## src/rtl/cdb_arbiter.sv

```systemverilog
// Completion-side arbiter: per-FU result queues drained round-robin onto a
// registered common data bus broadcast, with per-FU backpressure.
module cdb_arbiter #(
  parameter int NUM_FU = 3,
  parameter int DEPTH  = 2,
  parameter int TAG_W  = 5,
  localparam int ID_W  = (NUM_FU > 1) ? $clog2(NUM_FU) : 1
) (
  input  logic                    clock,
  input  logic                    reset,
  input  logic                    flush,
  input  logic [NUM_FU-1:0]       fu_valid,
  input  logic [NUM_FU*32-1:0]    fu_value,
  input  logic [NUM_FU*TAG_W-1:0] fu_tag,
  output logic [NUM_FU-1:0]       fu_ready,
  output logic                    cdb_valid,
  output logic [31:0]             cdb_value,
  output logic [TAG_W-1:0]        cdb_tag,
  output logic [ID_W-1:0]         cdb_fu_id
);

  localparam int PTR_W = (DEPTH > 1) ? $clog2(DEPTH) : 1;
  localparam int CNT_W = $clog2(DEPTH + 1);

  logic [PTR_W-1:0] head_q  [NUM_FU];
  logic [PTR_W-1:0] head_d  [NUM_FU];
  logic [PTR_W-1:0] tail_q  [NUM_FU];
  logic [PTR_W-1:0] tail_d  [NUM_FU];
  logic [CNT_W-1:0] count_q [NUM_FU];
  logic [CNT_W-1:0] count_d [NUM_FU];

  logic [31:0]      valMem_q [NUM_FU][DEPTH];
  logic [TAG_W-1:0] tagMem_q [NUM_FU][DEPTH];

  logic [ID_W-1:0]   rrPtr_q;
  logic [ID_W-1:0]   rrPtr_d;
  logic [NUM_FU-1:0] req;
  logic [NUM_FU-1:0] reqRot;
  logic [NUM_FU-1:0] enqEn;
  logic [NUM_FU-1:0] deqEn;
  logic              grantValid;
  logic [ID_W-1:0]   grantId;
  int                winnerSum;

  function automatic logic [PTR_W-1:0] ptrInc(input logic [PTR_W-1:0] p);
    return (p == PTR_W'(DEPTH - 1)) ? '0 : p + 1'b1;
  endfunction

  always_comb begin
    for (int i = 0; i < NUM_FU; i++) begin
      req[i]      = (count_q[i] != '0);
      fu_ready[i] = (count_q[i] < CNT_W'(DEPTH));
      enqEn[i]    = fu_valid[i] && fu_ready[i] && !flush;
    end
  end

  // Rotate requests so bit 0 is the FU at rrPtr_q; the first set bit wins.
  always_comb begin
    reqRot     = NUM_FU'({req, req} >> rrPtr_q);
    grantValid = 1'b0;
    grantId    = '0;
    winnerSum  = 0;
    for (int k = 0; k < NUM_FU; k++) begin
      if (!grantValid && reqRot[k]) begin
        grantValid = !flush;
        winnerSum  = int'(rrPtr_q) + k;
        if (winnerSum >= NUM_FU) winnerSum = winnerSum - NUM_FU;
        grantId    = ID_W'(winnerSum);
      end
    end
  end

  always_comb begin
    for (int i = 0; i < NUM_FU; i++) begin
      deqEn[i]   = grantValid && (grantId == ID_W'(i));
      head_d[i]  = head_q[i];
      tail_d[i]  = tail_q[i];
      count_d[i] = count_q[i];
      if (flush) begin
        head_d[i]  = '0;
        tail_d[i]  = '0;
        count_d[i] = '0;
      end else begin
        if (enqEn[i]) tail_d[i] = ptrInc(tail_q[i]);
        if (deqEn[i]) head_d[i] = ptrInc(head_q[i]);
        if (enqEn[i] && !deqEn[i]) count_d[i] = count_q[i] + 1'b1;
        else if (!enqEn[i] && deqEn[i]) count_d[i] = count_q[i] - 1'b1;
      end
    end
    rrPtr_d = rrPtr_q;
    if (flush) rrPtr_d = '0;
    else if (grantValid) rrPtr_d = (grantId == ID_W'(NUM_FU - 1)) ? '0 : grantId + 1'b1;
  end

  always_ff @(posedge clock or negedge reset) begin
    if (!reset) begin
      for (int i = 0; i < NUM_FU; i++) begin
        head_q[i]  <= '0;
        tail_q[i]  <= '0;
        count_q[i] <= '0;
      end
      rrPtr_q <= '0;
    end else begin
      for (int i = 0; i < NUM_FU; i++) begin
        head_q[i]  <= head_d[i];
        tail_q[i]  <= tail_d[i];
        count_q[i] <= count_d[i];
      end
      rrPtr_q <= rrPtr_d;
    end
  end

  // Payload storage needs no reset; occupancy is tracked by count_q alone.
  always_ff @(posedge clock) begin
    for (int i = 0; i < NUM_FU; i++) begin
      if (enqEn[i]) begin
        valMem_q[i][tail_q[i]] <= fu_value[32*i +: 32];
        tagMem_q[i][tail_q[i]] <= fu_tag[TAG_W*i +: TAG_W];
      end
    end
  end

  // Broadcast data holds its last value when nothing is granted.
  always_ff @(posedge clock or negedge reset) begin
    if (!reset) begin
      cdb_valid <= 1'b0;
      cdb_value <= '0;
      cdb_tag   <= '0;
      cdb_fu_id <= '0;
    end else if (grantValid) begin
      cdb_valid <= 1'b1;
      cdb_value <= valMem_q[grantId][head_q[grantId]];
      cdb_tag   <= tagMem_q[grantId][head_q[grantId]];
      cdb_fu_id <= grantId;
    end else begin
      cdb_valid <= 1'b0;
    end
  end

endmodule

```

## config.mk

```make
export PLATFORM = sky130hd
export DESIGN_NAME = cdb_arbiter
export DESIGN_NICKNAME = d
export VERILOG_FILES = /design/src/rtl/cdb_arbiter.sv
export SDC_FILE = /design/constraint.sdc
export NUM_CORES = 1
export LEC_CHECK = 0
export BUFFER_PORTS_ARGS = -buffer_cell sky130_fd_sc_hd__buf_2
export CAP_MARGIN = 25
export CORE_MARGIN = 2
export CORE_UTILIZATION = 35
export CTS_BUF_LIST = sky130_fd_sc_hd__clkbuf_8 sky130_fd_sc_hd__clkbuf_16
export DETAILED_ROUTE_END_ITERATION = 8
export PLACE_DENSITY_LB_ADDON = 0.2
export SLEW_MARGIN = 10
export SYNTH_ARGS = -nofsm -noshare
export SYNTH_HDL_FRONTEND = slang
export SYNTH_SLANG_ARGS = --single-unit
```

## constraint.sdc

```tcl
create_clock -name clock -period 3.8 [get_ports clock]
set_input_delay 0.95 -clock clock [delete_from_list [all_inputs] [get_ports clock]]
set_output_delay 0.95 -clock clock [all_outputs]
set_load 0.02 [all_outputs]
```

==> out/results.ini <==
[run_status]
outcome = finished, final reports clean

[finish]
fin_nets = 1070
drive_gt1_share_pct = 26.5
area.growth.synth_to_final_pct = 21.7
layout_commonest_cell = edfxtp_1
fillers = 2917
final_cell_mix = edfxtp_1, buf_2, nand2_1, dfrtp_1, nor2_1

[setup_path]
critPathMaxStageDelay_ns = 0.43
critPathArrivalTime_ns = 3.47
cpLargestDelayFamily = compound AO/OA/AOI/OAI gates
cp_num_buf_inv = 1
crit_fanout = 29
cp-end-kind = flop
crit_chain = nor2_1, o22ai_1, a32oi_1, and2_1, mux2_4, and3_2, o21a_2, buf_12, a221o_1
cp_slowest_cell = dfrtp_1
crit_type = reg2reg
cp.required_ns = 4.24
critPathLaunchType = flop

[sta]
min_period_ns = 3.03
setup_ws_ns = 0.768
clock.fmax_mhz = 330
hold_violations = 0
relSlewSlack_pct = 46.2
setup_viol = 0
finalMaxSlewViolations = 0
tightest_slew_ns = 0.807
fin_skew_ns = 0.0132
grt_setup_unrepaired = no
fin_crit_sh_pct = 79.8

[synthesis]
synth-edff-count = 222
synth_top_cell_by_area = edfxtp_1
syn_nets = 904
yosysWarnings = 0
synth-seq-cells = 276
synth_cells = 784
yosys.area.top_type_share_pct = 60.4
synth-main-ff-cell = edfxtp_1
ys_seq_area_share_pct = 72.6
syn_avg_cell_area_um2 = 14.1
synth_area_leaders = edfxtp_1, dfrtp_1, a221o_1
syn_area_mm2 = 0.0110
synth.distinct_cells = 45
async_flop_share_pct = 19.6

[detailed_routing]
via_per_inst = 5.29
vias = 7286
first_iter_violations = 508
antenna_left = 0
routedWlPerCell_um = 21.6
routed_wirelength_um = 29700
drc = 0
firstDrtPassIters = 7

[power_and_ir_drop]
clkPwrFrac_pct = 22.2
pwr_density_cell_mw_per_mm2 = 984
power_mw = 13.2
p_int_mw = 7.82
swShare_pct = 40.9
combPwrFrac_pct = 46.6
p_leak_nw = 5.02
vdd_drop_max_mv = 0.795
seq_power_share_pct = 31.2
switching_power_mw = 5.40

[floorplanning]
die_w_um = 182
dieHeight_um = 182
start_util_pct = 35.3
dieArea_mm2 = 0.0330
fp.coreArea_mm2 = 0.0313
rows = 65
io_pins = 160

[placement]
numPortBuffers = 159
dp_hpwl_um = 18800
dp_slack_ns = 0.386
finalWeightedCongestion = 0.762

[clock_network]
cts.sinks = 276
htreeDepth = 1
cts_buffer_depth = 3
holdBufCountCts = 0
clockRootBuffer = clkbuf_16
cts_setup_buffers = 0
cts_tree = built
clk_pin_slew_ns = 0.06
clock_latency_ns = 0.56
numCtsBuffers = 30
ctsResizeCount = 0

[grt]
grt_pass1_vias = 7312
grt_pass1_wl_um = 44600
grt_max_degree = 74
grt_overflow = 0
track_usage_pct = 17.9
antenna_found_initial = 2

[hold_path]
hp-class = reg2reg

[flow_run]
cap_violations = 0

worst reg2reg max path, delay by kind of cell (launching register included):
family                 cells  cell delay, ns
AOI/OAI and AO/OA          4            1.08
buffers and inverters      1            0.18
DFF                        1            0.43
muxes                      1            0.41
and+or+nand+nor            3            0.82
cell usage after synthesis (3+ instances only):
cell type	n
a21oi_1	9
a221o_1	37
a221oi_1	37
a31oi_1	41
buf_2	16
buf_6	8
clkbuf_1	33
dfrtp_1	54
edfxtp_1	222
ha_1	3
inv_1	6
nand2_1	89
nand2b_1	4
nand3_1	4
nor2_1	51
nor2b_1	37
nor3_1	3
nor3b_1	3
nor4_1	37
o21ai_0	42
or2_1	3
xnor2_1	10
flip-flops by register name, summed over array words and instances (netlist names):
register,count
tail_q,3
cdb_valid,1
cdb_tag,5
rrPtr_q,2
tagMem_q,30
valMem_q,192
cdb_fu_id,2
cdb_value,32
count_q,6
head_q,3
worst paths after layout:
kind | from | cells past startpoint | slack [ns] | end
max | count_q[2]$_DFFE_PN0P_ | 9 | 0.77 | cdb_value[30]$_DFFE_PN0P_
min | cdb_fu_id[0]$_DFFE_PN0P_ | 2 | 0.47 | cdb_fu_id[0]$_DFFE_PN0P_
max reg2reg | count_q[2]$_DFFE_PN0P_ | 9 | 0.77 | cdb_value[30]$_DFFE_PN0P_
min reg2reg | cdb_fu_id[0]$_DFFE_PN0P_ | 2 | 0.47 | cdb_fu_id[0]$_DFFE_PN0P_
max in group asynchronous | reset | 1 | 2.78 | cdb_value[11]$_DFFE_PN0P_
min in group asynchronous | reset | 1 | 0.48 | cdb_value[26]$_DFFE_PN0P_
per-stage QoR:
stage | util (%) | hold slack (ns) | std cells | cell area (um^2) | setup TNS, ns
global route | 42.9 | 0.533 | 1376 | 13400 | 0
CTS | 42.9 | 0.481 | 1376 | 13400 | 0
floorplan | - | 0.483 | 784 | 11000 | -104.30
global placement | 39.7 | 0.462 | 1320 | 12400 | 0
detailed placement | 39.7 | 0.467 | 1320 | 12400 | 0
finish | 42.9 | 0.475 | 1377 | 13400 | 0
layer usage:
layer	share of wire, %	GRT usage (%)
met1	45	24.9
met2	47	29.4
met3	5.7	3.03
met4	1.6	4.23
met5	0.044	0
power by group through the flow:
stage	clock network (mW)	registers, mW	logic (mW)
floorplan	0	4.35	3.95
global placement	0	4.19	6.15
detailed placement	0	4.18	6.23
CTS	2.97	4.14	6.24
global route	3.09	4.18	6.78
finish	2.93	4.13	6.16
logic make-up after synthesis:
family / after synthesis / share of synthesized area (%)
and+or+nand+nor: 243 / 10.7
DFF: 276 / 72.6
xor gates and xnor gates: 12 / 0.952
AOI/OAI and AO/OA: 181 / 12.0
adders and majority gates: 3 / 0.340
buffers and inverters: 67 / 3.07
muxes: 2 / 0.340
layout make-up:
class	instances	area (um^2)	share of cell area, %
diodes	1	2.50	0.0186
clock buffers	33	792	5.89
clock inverters	23	215	1.60
inverters	6	22.5	0.168
multi-input cells	441	2750	20.4
flip-flops and latches	276	8020	59.6
well taps	402	503	3.74
repair buffers	195	1140	8.51
(Power assumes the default switching activity.)
